### src/rtl/hcu_pkg.sv
// Shared definitions for the hazard control unit: instruction field
// constants, flush FSM state encoding and opcode classification helpers.
package hcu_pkg;

    localparam int HCU_WORD_SIZE = 16;

    localparam logic [3:0] OP_BNE   = 4'd0;
    localparam logic [3:0] OP_BEQ   = 4'd1;
    localparam logic [3:0] OP_BGZ   = 4'd2;
    localparam logic [3:0] OP_BLZ   = 4'd3;
    localparam logic [3:0] OP_LHI   = 4'd6;
    localparam logic [3:0] OP_LWD   = 4'd7;
    localparam logic [3:0] OP_SWD   = 4'd8;
    localparam logic [3:0] OP_JMP   = 4'd9;
    localparam logic [3:0] OP_JAL   = 4'd10;
    localparam logic [3:0] OP_RTYPE = 4'd15;

    localparam logic [5:0] FUNC_JPR = 6'd25;
    localparam logic [5:0] FUNC_JRL = 6'd26;

    typedef enum logic {
        ST_IDLE  = 1'b0,
        ST_FLUSH = 1'b1
    } flush_state_t;

    // Register-indirect jumps live in the R-type space.
    function automatic logic func_is_jreg(input logic [5:0] func);
        return (func == FUNC_JPR) || (func == FUNC_JRL);
    endfunction

    // Immediate-only forms (LHI) and absolute jumps do not read rs.
    function automatic logic op_uses_rs(input logic [3:0] op);
        return !((op == OP_LHI) || (op == OP_JMP) || (op == OP_JAL));
    endfunction

    // Two-source branches, stores, and the ALU R-type group read rt.
    function automatic logic op_uses_rt(input logic [3:0] op, input logic [5:0] func);
        return (op == OP_BNE) || (op == OP_BEQ) || (op == OP_SWD) ||
               ((op == OP_RTYPE) && (func <= 6'd3));
    endfunction

    function automatic logic op_is_uncond(input logic [3:0] op, input logic [5:0] func);
        return (op == OP_JMP) || (op == OP_JAL) ||
               ((op == OP_RTYPE) && func_is_jreg(func));
    endfunction

    function automatic logic op_is_jump(input logic [3:0] op, input logic [5:0] func);
        return (op <= OP_BLZ) || op_is_uncond(op, func);
    endfunction

endpackage

### src/rtl/hcu_scoreboard.sv
// Per-register load scoreboard: a down-counter per architectural register
// that is non-zero while a load result for that register is not yet
// forwardable. Everything holds while the pipeline is frozen.
module hcu_scoreboard import hcu_pkg::*; #(
    parameter int NUM_REGS     = 4,
    parameter int REG_ADDR_W   = 2,
    parameter int LOAD_LATENCY = 1
) (
    input  logic                  clk,
    input  logic                  reset,
    input  logic                  freeze,
    input  logic                  load_en,
    input  logic [REG_ADDR_W-1:0] load_dest,
    output logic [NUM_REGS-1:0]   busy
);

    localparam int CNT_W = (LOAD_LATENCY < 1) ? 1 : $clog2(LOAD_LATENCY + 1);
    localparam logic [CNT_W-1:0] LOAD_VAL = CNT_W'(LOAD_LATENCY);

    logic [CNT_W-1:0] cnt [NUM_REGS];

    // Reload on a new load (overrides any pending count), otherwise count down.
    always_ff @(posedge clk or posedge reset) begin
        if (reset) begin
            for (int i = 0; i < NUM_REGS; i++) begin
                cnt[i] <= '0;
            end
        end else if (!freeze) begin
            for (int i = 0; i < NUM_REGS; i++) begin
                if (load_en && (load_dest == REG_ADDR_W'(i))) begin
                    cnt[i] <= LOAD_VAL;
                end else if (cnt[i] != '0) begin
                    cnt[i] <= cnt[i] - 1'b1;
                end
            end
        end
    end

    // A register is busy while its counter has not drained.
    always_comb begin
        busy = '0;
        for (int i = 0; i < NUM_REGS; i++) begin
            busy[i] = (cnt[i] != '0);
        end
    end

endmodule

### src/rtl/hazard_control_unit.sv
// Pipeline hazard controller beside the ID stage: load-use stalls via the
// scoreboard, mispredict redirect with a multi-cycle flush, DMA freeze,
// and a saturating stall-cycle counter.
module hazard_control_unit import hcu_pkg::*; #(
    parameter int WORD_SIZE    = HCU_WORD_SIZE,
    parameter int NUM_REGS     = 4,
    parameter int REG_ADDR_W   = 2,
    parameter int LOAD_LATENCY = 1,
    parameter int FLUSH_CYCLES = 1,
    parameter int PERF_W       = 16
) (
    input  logic                  clk,
    input  logic                  reset,
    input  logic                  id_valid,
    input  logic [WORD_SIZE-1:0]  id_inst,
    input  logic                  ex_mem_read,
    input  logic [REG_ADDR_W-1:0] ex_dest,
    input  logic [WORD_SIZE-1:0]  predicted_next_pc,
    input  logic [WORD_SIZE-1:0]  resolved_pc,
    input  logic [WORD_SIZE-1:0]  fetch_pc,
    input  logic                  dma_bus_busy,
    output logic                  stall,
    output logic                  flush,
    output logic                  pc_redirect,
    output logic [WORD_SIZE-1:0]  redirect_target,
    output logic                  is_jump,
    output logic                  is_uncond,
    output logic [NUM_REGS-1:0]   sb_busy,
    output logic [PERF_W-1:0]     stall_count
);

    localparam int FCNT_W = $clog2(FLUSH_CYCLES + 1);

    logic [3:0]            opcode;
    logic [5:0]            func;
    logic [REG_ADDR_W-1:0] rs;
    logic [REG_ADDR_W-1:0] rt;
    logic                  use_rs;
    logic                  use_rt;
    logic                  rs_hazard;
    logic                  rt_hazard;
    logic                  data_stall;
    logic                  freeze;
    logic                  in_flush;
    logic                  mispredict;
    logic                  unused_inst_bits;

    flush_state_t          state;
    logic [FCNT_W-1:0]     flush_cnt;

    assign opcode = id_inst[15:12];
    assign func   = id_inst[5:0];
    assign rs     = id_inst[10 +: REG_ADDR_W];
    assign rt     = id_inst[8 +: REG_ADDR_W];

    // Bits [7:6] carry no information for hazard purposes.
    assign unused_inst_bits = ^id_inst[7:6];

    assign freeze = dma_bus_busy;

    hcu_scoreboard #(
        .NUM_REGS    (NUM_REGS),
        .REG_ADDR_W  (REG_ADDR_W),
        .LOAD_LATENCY(LOAD_LATENCY)
    ) u_scoreboard (
        .clk      (clk),
        .reset    (reset),
        .freeze   (freeze),
        .load_en  (ex_mem_read),
        .load_dest(ex_dest),
        .busy     (sb_busy)
    );

    // Decode, data hazard detection and control-hazard outputs.
    always_comb begin
        use_rs    = op_uses_rs(opcode);
        use_rt    = op_uses_rt(opcode, func);
        is_jump   = id_valid && op_is_jump(opcode, func);
        is_uncond = id_valid && op_is_uncond(opcode, func);

        // A load currently in EX is as much a hazard as one already tracked.
        rs_hazard  = use_rs && ((ex_mem_read && (ex_dest == rs)) || sb_busy[rs]);
        rt_hazard  = use_rt && ((ex_mem_read && (ex_dest == rt)) || sb_busy[rt]);
        data_stall = id_valid && (rs_hazard || rt_hazard);

        in_flush = (state == ST_FLUSH);

        // A resolved PC matching what IF already fetched needs no redirect.
        // During FLUSH the ID stage only holds a bubble.
        mispredict = !reset && is_jump && !freeze && !data_stall && !in_flush &&
                     (resolved_pc != predicted_next_pc) &&
                     (resolved_pc != fetch_pc);

        stall           = !reset && (freeze || data_stall);
        flush           = !reset && (mispredict || (in_flush && !freeze));
        pc_redirect     = mispredict;
        redirect_target = resolved_pc;
    end

    // Flush sequencer: stretches the squash for the remaining redirect cycles.
    always_ff @(posedge clk or posedge reset) begin
        if (reset) begin
            state     <= ST_IDLE;
            flush_cnt <= '0;
        end else if (!freeze) begin
            case (state)
                ST_IDLE: begin
                    if (mispredict && (FLUSH_CYCLES > 1)) begin
                        state     <= ST_FLUSH;
                        flush_cnt <= FCNT_W'(FLUSH_CYCLES - 1);
                    end
                end
                ST_FLUSH: begin
                    if (flush_cnt <= FCNT_W'(1)) begin
                        state     <= ST_IDLE;
                        flush_cnt <= '0;
                    end else begin
                        flush_cnt <= flush_cnt - 1'b1;
                    end
                end
                default: begin
                    state     <= ST_IDLE;
                    flush_cnt <= '0;
                end
            endcase
        end
    end

    // Saturating count of cycles in which the front end was held.
    always_ff @(posedge clk or posedge reset) begin
        if (reset) begin
            stall_count <= '0;
        end else if (stall && (stall_count != '1)) begin
            stall_count <= stall_count + 1'b1;
        end
    end

endmodule
### config.mk
export PLATFORM = sky130hd
export DESIGN_NAME = hazard_control_unit
export DESIGN_NICKNAME = d
export VERILOG_FILES = /design/src/rtl/hcu_pkg.sv /design/src/rtl/hcu_scoreboard.sv /design/src/rtl/hazard_control_unit.sv
export SDC_FILE = /design/constraint.sdc
export NUM_CORES = 1
export LEC_CHECK = 0
export CAP_MARGIN = 20
export CORE_ASPECT_RATIO = 0.8
export CORE_MARGIN = 10
export CORE_UTILIZATION = 57
export DETAILED_ROUTE_END_ITERATION = 10
export DONT_BUFFER_PORTS = 1
export PLACE_DENSITY = 0.86
export SLEW_MARGIN = 0
export SYNTH_ARGS = -nofsm -noshare
export SYNTH_HDL_FRONTEND = slang
export SYNTH_SLANG_ARGS = --single-unit
### constraint.sdc
create_clock -name clk -period 2.21 [get_ports clk]
set_clock_uncertainty 0.2 [all_clocks]
set_input_delay 0.3315 -clock clk [delete_from_list [all_inputs] [get_ports clk]]
set_output_delay 0.3315 -clock clk [all_outputs]
set_load 0.03 [all_outputs]
==> run_results.csv, run 1 <==
group,metric,value,unit
status,status,"finished, violations left",
status,violated_checks,"setup timing",
yosys,ys_seq_elements,20,
floorplan,fp-row-count,18,
finish,n_fill_cell,221,
power_and_ir_drop,pwr-share-clk,16.4,%
finish,finalNetCount,282,
routing,detailroute.via_count,1481,
global_route,maximum_number_of_pins_on_one_net_before_global_route_repair,21,
timing,final_period_minus_worst_setup_slack,2.48,ns
power_and_ir_drop,combinationalPowerShare,50.1,%
power_and_ir_drop,swShare,40.6,%
setup_path,critical_path_peak_fanout,3,
routing,vias_per_cell,5.95,
setup_path,cp_num_cells,5,
worst_hold_path,min_delay_path_depth,2,
timing,setup_repair_after_global_routing_missed_its_margin,"true",
clocking,ctsHtreeMaxLevel,1,
floorplan,die-width,82.4,µm
timing,setup-violations-final,18,
setup_path,crit_path_top_delay_cell,"sky130_fd_sc_hd__mux4_2",
yosys,synth_sequential_area_ratio,28.2,%
power_and_ir_drop,p_sw,600,µW
timing,fin_ws,-0.266,ns
power_and_ir_drop,cellPowerDensity,655,nW/µm²
global_route,grt_usage,18.3,%
yosys,yosys.area.top_type_share,28.2,%
yosys,total_standard_cell_area_after_synthesis,1770,µm²
global_route,globalRouteOverflowTotal,0,
routing,drc_violations_left,0,
yosys,postSynth.asyncResetShare,100,%
clocking,clk_pin_slew_worst_paths,0.07,ns
floorplan,die_height,69.9,µm
setup_path,worst-endpoint-required,1.68,ns
setup_path,kind_of_cell_adding_the_most_delay_to_the_critical_path,"multiplexers",
yosys,synth-main-ff-cell,"sky130_fd_sc_hd__dfrtp_1",
setup_path,path_depth_of_the_worst_reg2reg_path,9,
placement,place_ws,-0.0850,ns
clocking,clk-insertion-delay-late,0.26,ns
setup_path,critical_path.max_stage_delay,0.50,ns
setup_path,crit_chain,"mux4_2 > a31oi_4 > o22ai_4 > nor4b_4 > buf_6",
setup_path,worst-setup-path-type,"reg2out",
yosys,ys.warnings.count,0,
timing,worst_slew_pin_slew,0.545,ns
floorplan,die_area,5760,µm²
yosys,cells_taking_the_most_area_after_synthesis,"sky130_fd_sc_hd__dfrtp_1 28%, sky130_fd_sc_hd__xor2_1 15%, sky130_fd_sc_hd__xnor2_1 11%, sky130_fd_sc_hd__buf_4 6.8%, sky130_fd_sc_hd__nor3_2 4.0%",
yosys,synthMostInstantiatedCell,"sky130_fd_sc_hd__xor2_1",
worst_hold_path,hp-class,"in2reg",
routing,drt_first_iter_violations,51,
clocking,cts_buffers,3,
routing,detail_route.first_pass.iterations,5,
timing,relSlewSlack,63.6,%
timing,highest_clock_rate,404,MHz
setup_path,endpoint_type_of_the_worst_setup_path,"output port",
timing,final_max_slew_viol_count,0,
yosys,synth-edff-count,0,
global_route,antenna_violations_before_repair,0,
finish,num_antenna_cells,0,
placement,dp.final_hpwl,4440,µm
yosys,synthesis.area_per_instance,9.80,µm²
global_route,first_global_vias,1644,
timing,fin_hold_ws,0.00273,ns
routing,routedWlPerCell,21.9,µm
setup_path,critical_path.startpoint_type,"flip-flop",
setup_path,cp.buffers_inverters,1,
clocking,clock_tree_from_tritoncts,"done",
clocking,clkSinkCount,20,
yosys,synth_area_leader_cell,"sky130_fd_sc_hd__dfrtp_1",
run,maxCapViolations,0,
clocking,clk_root_buffer_cell,"sky130_fd_sc_hd__clkbuf_8",
timing,finalHoldViolCount,0,
power_and_ir_drop,cellLeakagePower,0.916,nW
setup_path,arrival_worst_endpoint,1.94,ns
finish,area_growth_syn_to_layout,27.0,%
power_and_ir_drop,power_frac_seq,33.5,%
yosys,netlist_top_cells_count,"31 x sky130_fd_sc_hd__xor2_1, 22 x sky130_fd_sc_hd__xnor2_1, 20 x sky130_fd_sc_hd__dfrtp_1, 16 x sky130_fd_sc_hd__buf_4, 14 x sky130_fd_sc_hd__nand2_1",
finish,share_of_post_route_cells_with_drive_strength_above_1,36.4,%
floorplan,core_region_area,3040,µm²
yosys,synthesis.nets,253,
placement,place.gp.congestion,0.884,
placement,io_buffers,0,
routing,postRouteWirelength,5460,µm
global_route,wire_length_of_the_first_global_routing_pass,8480,µm
floorplan,design.portCount,112,
power_and_ir_drop,cellInternalPower,876,µW
timing,finalCritPeriodShare,112,%
power_and_ir_drop,power.ir.vdd_worst,0.000723,V
clocking,maximum_count_of_clock_buffers_along_a_single_path,2,
floorplan,start_util,58.3,%
routing,ant_nets,0,
power_and_ir_drop,totalPowerFinal,1.48,mW
yosys,synth.distinct_cells,43,
yosys,syn_inst,181,
finish,final_core_util,74.0,%
power by group through the flow:
| stage | clock, mW | sequential (mW) | combinational (mW) |
|---|---|---|---|
| final | 0.241 | 0.494 | 0.740 |
| after detailed placement | 0 | 0.501 | 0.666 |
| after CTS | 0.247 | 0.495 | 0.718 |
| after global placement | 0 | 0.492 | 0.643 |
| after floorplan | 0 | 0.679 | 0.319 |
| after global routing | 0.268 | 0.508 | 0.792 |
sequential cells by signal, indices dropped and copies added (netlist names):
name and flops:
stall_count 16, u_scoreboard.busy 4
path summary, 6_finish.rpt:
| check | startpoint | to | slack [ns] |
|---|---|---|---|
| max | u_scoreboard.busy[2]$_DFFE_PP0N_ | flush | -0.27 |
| min | dma_bus_busy | u_scoreboard.busy[3]$_DFFE_PP0N_ | 0.003 |
| max reg2reg | u_scoreboard.busy[2]$_DFFE_PP0N_ | stall_count[3]$_DFFE_PP0P_ | -0.13 |
| min reg2reg | u_scoreboard.busy[1]$_DFFE_PP0N_ | u_scoreboard.busy[1]$_DFFE_PP0N_ | 0.42 |
| max in group asynchronous | reset | u_scoreboard.busy[3]$_DFFE_PP0N_ | 1.18 |
| min in group asynchronous | reset | stall_count[13]$_DFFE_PP0P_ | 0.40 |
stage by stage:
step           TNS, ns  std cells  area, µm²
4_1_cts          -1.99        247       2180
2_1_floorplan   -0.320        181       1810
6_report         -2.14        249       2250
5_1_grt          -3.56        249       2250
3_3_place_gp         0        238       1990
3_5_place_dp    -0.182        238       1990
logic make-up after synthesis:
group	count (synthesis)	synth area share, %
buffers and inverters	24	8.89
adders and majority gates	1	0.706
muxes	4	4.02
xor gates and xnor gates	53	26.2
AOI/OAI and AO/OA	14	7.34
DFF	20	28.2
and+or+nand+nor	65	24.6
cells in the final DEF, fill, tap and decap left out, types with 2 or more instances in the layout:
master and n:
sky130_fd_sc_hd__mux2_4 2, sky130_fd_sc_hd__nand4_1 6, sky130_fd_sc_hd__nand3_1 7, sky130_fd_sc_hd__xor2_1 31, sky130_fd_sc_hd__nor2_4 3, sky130_fd_sc_hd__o31ai_1 2
sky130_fd_sc_hd__nand2_1 14, sky130_fd_sc_hd__nor2_1 6, sky130_fd_sc_hd__dfrtp_1 16, sky130_fd_sc_hd__nor3_2 5, sky130_fd_sc_hd__a31oi_4 2, sky130_fd_sc_hd__nor4_1 5
sky130_fd_sc_hd__inv_1 5, sky130_fd_sc_hd__mux4_2 2, sky130_fd_sc_hd__a32o_1 2, sky130_fd_sc_hd__clkbuf_8 3, sky130_fd_sc_hd__dlygate4sd3_1 4, sky130_fd_sc_hd__buf_4 28
sky130_fd_sc_hd__buf_8 2, sky130_fd_sc_hd__nor4b_4 3, sky130_fd_sc_hd__dfrtp_2 4, sky130_fd_sc_hd__xnor2_1 22, sky130_fd_sc_hd__nor3_4 4, sky130_fd_sc_hd__buf_6 8
layout make-up:
class / count / area [µm²] / area share [%]
multi-input combinational: 137 / 1260 / 55.9
sequential: 20 / 505 / 22.5
timing repair buffer: 42 / 370 / 16.5
tap: 40 / 50.0 / 2.22
clock buffer: 4 / 45.0 / 2.00
inverter: 6 / 22.5 / 1.00
repair_timing:
item                                   CTS  global route
resized for setup                       19            10
buffers inserted                         2             1
endpoints found under the hold margin   22             1
gates cloned                             0             0
hold buffers                             3             1
setup endpoints to repair                9            19
pin swaps                                7             8
routing by layer:
layer | part of all wire (%) | track usage [%] | up-vias
met5 | 0 | 0 | -
met4 | 0.82 | 3.40 | 0
met3 | 11 | 6.78 | 9
met2 | 54 | 32.4 | 71
met1 | 35 | 20.1 | 721
li1 | - | - | 680
Power figures use the tool's default switching activity.
==> run 2: changes to the inputs <==
--- a/config.mk
+++ b/config.mk
@@ -7,10 +7,11 @@
 export LEC_CHECK = 0
 export CAP_MARGIN = 20
 export CORE_ASPECT_RATIO = 0.8
-export CORE_MARGIN = 10
+export CORE_MARGIN = 2
 export CORE_UTILIZATION = 57
 export DETAILED_ROUTE_END_ITERATION = 10
 export DONT_BUFFER_PORTS = 1
+export HOLD_SLACK_MARGIN = 0.06
 export PLACE_DENSITY = 0.86
 export SLEW_MARGIN = 0
 export SYNTH_ARGS = -nofsm -noshare
==> run 2 against run 1 <==
Compared with the run above:
- the flow still finishes with violations (setup timing)
- setup slack gained 0.0099 ns
- first-iteration DRC count shrank 37%
- power shrank 0.71%
- clock-buffer cell count is the same
- maximum frequency grew 0.40%
- sequential power is essentially flat
- utilization shrank 1.3 points
- combinational power shrank 5.7%
- cell count grew 0.80%
- critical path type unchanged
- critical endpoint is now pc_redirect
- largest power group unchanged
- highest routed layer unchanged
==> run_results.csv, run 2 (synthesis gave the netlist of run 1 again) <==
group,metric,value,unit
placement,dp.final_hpwl,3610,µm
finish,final_core_util,72.7,%
routing,detail_route.first_pass.iterations,4,
clocking,clk-insertion-delay-late,0.26,ns
power_and_ir_drop,cellPowerDensity,667,nW/µm²
floorplan,start_util,58.7,%
timing,finalHoldViolCount,0,
timing,fin_ws,-0.256,ns
routing,postRouteWirelength,4540,µm
routing,detailroute.via_count,1428,
finish,area_growth_syn_to_layout,23.8,%
finish,layout.cells.most_common,"sky130_fd_sc_hd__buf_4",
routing,vias_per_cell,5.69,
placement,dp_cells,237,
timing,finalCritPeriodShare,112,%
finish,num_antenna_cells,0,
setup_path,arrival_worst_endpoint,1.93,ns
global_route,wire_length_of_the_first_global_routing_pass,6800,µm
power_and_ir_drop,cellLeakagePower,0.906,nW
status,status,"finished, violations left",
placement,place_ws,-0.0722,ns
setup_path,critical_path.startpoint_type,"flip-flop",
timing,fin_hold_ws,0.189,ns
timing,highest_clock_rate,405,MHz
timing,setup_repair_after_global_routing_missed_its_margin,"true",
setup_path,worst-endpoint-required,1.68,ns
routing,ant_nets,0,
placement,io_buffers,0,
run,maxCapViolations,0,
timing,tns,-3.79,ns
floorplan,die_height,53.9,µm
finish,largest_register,"stall_count",
power_and_ir_drop,combinationalPowerShare,47.7,%
power_and_ir_drop,cellInternalPower,890,µW
status,violated_checks,"setup timing",
setup_path,worst-setup-path-type,"reg2out",
global_route,globalRouteOverflowTotal,0,
timing,relSlewSlack,67.3,%
finish,finish.cell_count_without_fillers,251,
timing,worst_slew_pin_slew,0.489,ns
placement,place.gp.congestion,0.817,
power_and_ir_drop,pwr-share-clk,18.6,%
clocking,clk_pin_slew_worst_paths,0.07,ns
setup_path,endpoint_type_of_the_worst_setup_path,"output port",
worst_hold_path,hp-class,"in2reg",
finish,finalNetCount,284,
floorplan,core_region_area,3020,µm²
floorplan,design.portCount,112,
global_route,antenna_violations_before_repair,0,
power_and_ir_drop,p_sw,575,µW
finish,n_fill_cell,209,
clocking,clock_tree_from_tritoncts,"done",
timing,final_max_slew_viol_count,0,
power_and_ir_drop,power_frac_seq,33.7,%
power_and_ir_drop,power.ir.vdd_worst,0.000593,V
power_and_ir_drop,swShare,39.3,%
global_route,grt_usage,25.7,%
placement,detailed_place.area,1980,µm²
finish,mostFrequentLayoutCells,"33 x sky130_fd_sc_hd__buf_4, 31 x sky130_fd_sc_hd__xor2_1, 22 x sky130_fd_sc_hd__xnor2_1",
timing,final_period_minus_worst_setup_slack,2.47,ns
routing,drt_first_iter_violations,32,
clocking,maximum_count_of_clock_buffers_along_a_single_path,2,
finish,number_of_flip_flops_in_the_largest_register,16,
power_and_ir_drop,totalPowerFinal,1.46,mW
floorplan,die-width,66.4,µm
setup_path,critical_path_peak_fanout,3,
clocking,clk_root_buffer_cell,"sky130_fd_sc_hd__clkbuf_8",
clocking,ctsHtreeMaxLevel,1,
routing,routedWlPerCell,18.1,µm
finish,final_design_area_no_fill,2190,µm²
global_route,maximum_number_of_pins_on_one_net_before_global_route_repair,21,
routing,drc_violations_left,0,
clocking,cts_buffers,3,
finish,share_of_post_route_cells_with_drive_strength_above_1,35.1,%
timing,setup-violations-final,19,
global_route,first_global_vias,1463,
clocking,clkSinkCount,20,
floorplan,fp-row-count,18,
floorplan,die_area,3580,µm²
-- run 2: cell count changes in the layout (fill, tap and decap cells not counted), moves of 2 or more --
cell / previous run / this run
sky130_fd_sc_hd__buf_4: 28 / 33
sky130_fd_sc_hd__buf_6: 8 / 5
sky130_fd_sc_hd__buf_8: 2 / 0
sky130_fd_sc_hd__dlygate4sd3_1: 4 / 6
sky130_fd_sc_hd__nor2_4: 3 / 1
sky130_fd_sc_hd__nor3_4: 4 / 2
-- run 2: path summary, 6_finish.rpt --
check	depth (start not counted)	start	slack, ns	to
max reg2reg	9	u_scoreboard.busy[3]$_DFFE_PP0N_	-0.24	stall_count[12]$_DFFE_PP0P_
min in group asynchronous	3	reset	0.38	stall_count[2]$_DFFE_PP0P_
min reg2reg	2	stall_count[5]$_DFFE_PP0P_	0.38	stall_count[5]$_DFFE_PP0P_
min	2	ex_dest[1]	0.19	u_scoreboard.busy[0]$_DFFE_PP0N_
max in group asynchronous	3	reset	1.21	u_scoreboard.busy[3]$_DFFE_PP0N_
max	5	u_scoreboard.busy[3]$_DFFE_PP0N_	-0.26	pc_redirect
-- run 2: per-layer routing --
| metal | global-route usage (%) | up-vias | wire, µm |
|---|---|---|---|
| li1 | - | 680 | - |
| met2 | 45.0 | 51 | 2340 |
| met4 | 3.06 | 0 | 10 |
| met1 | 32.5 | 695 | 1880 |
| met5 | 0 | - | 0 |
| met3 | 8.16 | 2 | 301 |
-- run 2: timing repair --
item,4_1_cts,5_1_grt
hold endpoints to repair,24,0
pin swaps,2,1
resized for setup,10,2
buffers inserted,3,1
endpoints found under the setup margin,3,19
hold buffers,6,0
-- run 2: layout make-up --
type | count | area [µm²] | share of cell area [%]
clock buffers | 4 | 55.1 | 2.51
inverters | 6 | 22.5 | 1.03
multi-input cells | 137 | 1200 | 54.6
flip-flops and latches | 20 | 505 | 23.0
well taps | 40 | 50.0 | 2.28
repair buffers | 44 | 364 | 16.6
-- run 2: power by group through the flow --
stage                     combinational (mW)  sequential [mW]  clock, mW
after global routing                   0.747            0.502      0.294
final                                  0.698            0.493      0.273
after global placement                 0.631            0.492          0
after floorplan                        0.319            0.679          0
after detailed placement               0.656            0.498          0
after CTS                              0.696            0.493      0.279
-- run 2: worst max-delay path, stage by stage, from the launching register on --
cell	delay, ns
sky130_fd_sc_hd__dfrtp_2	0.42
sky130_fd_sc_hd__mux4_2	0.51
sky130_fd_sc_hd__a31oi_4	0.21
sky130_fd_sc_hd__o22ai_4	0.12
sky130_fd_sc_hd__nor4b_4	0.25
sky130_fd_sc_hd__buf_6	0.17
==> run 3: changes to the inputs <==
--- a/config.mk
+++ b/config.mk
@@ -7,7 +7,7 @@
 export LEC_CHECK = 0
 export CAP_MARGIN = 20
 export CORE_ASPECT_RATIO = 0.8
-export CORE_MARGIN = 2
+export CORE_MARGIN = 1
 export CORE_UTILIZATION = 57
 export DETAILED_ROUTE_END_ITERATION = 10
 export DONT_BUFFER_PORTS = 1
==> run 3 against run 2 <==
Compared with the run above:
- the flow still finishes with violations (setup timing)
- combinational power about the same
- clock power increased by 1%
- register-to-register slack improved by 0.22 ns
- sequential cell count unchanged
- cell count decreased by 1.2%
- largest power group unchanged
- highest routed layer unchanged
==> run_results.csv, run 3 (synthesis gave the netlist of run 1 again) <==
group,metric,value,unit
timing,final_period_minus_worst_setup_slack,2.50,ns
clocking,ctsHtreeMaxLevel,1,
floorplan,fp-row-count,17,
floorplan,die_height,51.9,µm
global_route,maximum_number_of_pins_on_one_net_before_global_route_repair,21,
clocking,clkSinkCount,20,
finish,number_of_flip_flops_in_the_largest_register,16,
timing,finalHoldViolCount,0,
global_route,antenna_violations_before_repair,0,
setup_path,critical_path.startpoint_type,"flip-flop",
finish,mostFrequentLayoutCells,"35 x sky130_fd_sc_hd__buf_4, 31 x sky130_fd_sc_hd__xor2_1, 22 x sky130_fd_sc_hd__xnor2_1",
routing,drc_violations_left,0,
finish,n_fill_cell,201,
finish,finalNetCount,283,
clocking,clk-insertion-delay-late,0.26,ns
routing,detail_route.first_pass.iterations,5,
clocking,maximum_count_of_clock_buffers_along_a_single_path,2,
power_and_ir_drop,power.ir.vdd_worst,0.000959,V
worst_hold_path,hp-class,"in2reg",
timing,final_max_slew_viol_count,0,
power_and_ir_drop,cellInternalPower,887,µW
power_and_ir_drop,p_sw,587,µW
setup_path,critical_path_peak_fanout,3,
global_route,wire_length_of_the_first_global_routing_pass,7240,µm
finish,regArea,505,µm²
status,status,"finished, violations left",
finish,share_of_post_route_cells_with_drive_strength_above_1,34.3,%
floorplan,design.portCount,112,
routing,ant_nets,0,
setup_path,arrival_worst_endpoint,1.97,ns
setup_path,worst-setup-path-type,"reg2out",
power_and_ir_drop,combinationalPowerShare,47.5,%
routing,drt_first_iter_violations,34,
clocking,clock_tree_from_tritoncts,"done",
clocking,clk_pin_slew_worst_paths,0.07,ns
placement,place_ws,-0.0799,ns
floorplan,die_area,3340,µm²
finish,area_growth_syn_to_layout,22.6,%
timing,finalCritPeriodShare,113,%
floorplan,die-width,64.4,µm
timing,relSlewSlack,65.7,%
run,maxCapViolations,0,
floorplan,start_util,62.2,%
power_and_ir_drop,cellLeakagePower,0.904,nW
placement,io_buffers,0,
routing,vias_per_cell,6.01,
global_route,first_global_vias,1655,
timing,setup_repair_after_global_routing_missed_its_margin,"true",
power_and_ir_drop,power_frac_seq,33.7,%
global_route,grt_usage,28.7,%
routing,detailroute.via_count,1491,
finish,layout.cells.most_common,"sky130_fd_sc_hd__buf_4",
floorplan,core_region_area,2850,µm²
timing,highest_clock_rate,400,MHz
status,violated_checks,"setup timing",
setup_path,worst-endpoint-required,1.68,ns
finish,final_design_area_no_fill,2170,µm²
power_and_ir_drop,cellPowerDensity,678,nW/µm²
timing,tns,-0.799,ns
finish,final_core_util,76.3,%
placement,dp.final_hpwl,3640,µm
clocking,clk_root_buffer_cell,"sky130_fd_sc_hd__clkbuf_8",
finish,multiInputGateArea,1190,µm²
clocking,cts_buffers,3,
placement,detailed_place.area,2020,µm²
placement,place.gp.congestion,0.818,
timing,worst_slew_pin_slew,0.513,ns
finish,largest_register,"stall_count",
routing,routedWlPerCell,18.3,µm
power_and_ir_drop,swShare,39.8,%
timing,setup-violations-final,7,
power_and_ir_drop,pwr-share-clk,18.8,%
timing,fin_ws,-0.293,ns
global_route,globalRouteOverflowTotal,0,
setup_path,endpoint_type_of_the_worst_setup_path,"output port",
finish,num_antenna_cells,0,
routing,postRouteWirelength,4550,µm
[run 3: cell types whose count changed in the layout (fill, tap and decap cells not counted), sizes merged]
cell	before	now
buf	38	37
[run 3: final cells by class]
type | instances | share of cell area, %
Tap cell | 38 | 2.19
Inverter | 6 | 1.04
Timing Repair Buffer | 43 | 16.3
Clock buffer | 4 | 2.53
Multi-Input combinational cell | 137 | 54.7
Sequential cell | 20 | 23.3
[run 3: what timing repair did]
item	CTS	global route
endpoints found under the hold margin	24	0
setup endpoints to repair	3	19
resized for setup	5	1
hold buffers	6	0
pin swaps	1	0
setup buffers	0	0
[run 3: routing by layer]
metal / vias to the layer above / global-route usage [%] / wire, µm
met5: - / 0 / 0
met4: 0 / 6.67 / 56
met3: 9 / 8.11 / 321
met1: 740 / 34.6 / 1910
met2: 66 / 51.1 / 2260
li1: 676 / - / -
[run 3: final timing paths]
path                                                   from                                to  slack, ns  cells after the start
max in group asynchronous                             reset  u_scoreboard.busy[1]$_DFFE_PP0N_       1.20                      3
min                                              ex_dest[1]  u_scoreboard.busy[0]$_DFFE_PP0N_       0.19                      2
min reg2reg                      stall_count[5]$_DFFE_PP0P_        stall_count[5]$_DFFE_PP0P_       0.41                      2
max reg2reg                u_scoreboard.busy[0]$_DFFE_PP0N_        stall_count[3]$_DFFE_PP0P_      -0.02                      8
min in group asynchronous                             reset        stall_count[6]$_DFFE_PP0P_       0.39                      3
max                        u_scoreboard.busy[0]$_DFFE_PP0N_                       pc_redirect      -0.29                      5
[run 3: through the flow]
stage,cells,hold slack [ns],power [mW]
2_1_floorplan,181,0.112,0.998
3_3_place_gp,238,0.113,1.13
3_5_place_dp,238,0.115,1.17
4_1_cts,248,0.190,1.48
5_1_grt,248,0.190,1.54
6_report,248,0.193,1.47
[run 3: critical path: stages (launching register included)]
cell	delay [ns]
sky130_fd_sc_hd__dfrtp_2	0.43
sky130_fd_sc_hd__mux4_2	0.49
sky130_fd_sc_hd__a31oi_4	0.22
sky130_fd_sc_hd__o22ai_4	0.12
sky130_fd_sc_hd__nor4b_4	0.25
sky130_fd_sc_hd__buf_4	0.20
[run 3: power groups by stage]
| stage | sequential [mW] | combinational (mW) | clock (mW) |
|---|---|---|---|
| after global routing | 0.505 | 0.741 | 0.297 |
| after CTS | 0.496 | 0.698 | 0.285 |
| final | 0.497 | 0.700 | 0.277 |
| after floorplan | 0.679 | 0.319 | 0 |
| after global placement | 0.491 | 0.641 | 0 |
| after detailed placement | 0.500 | 0.666 | 0 |
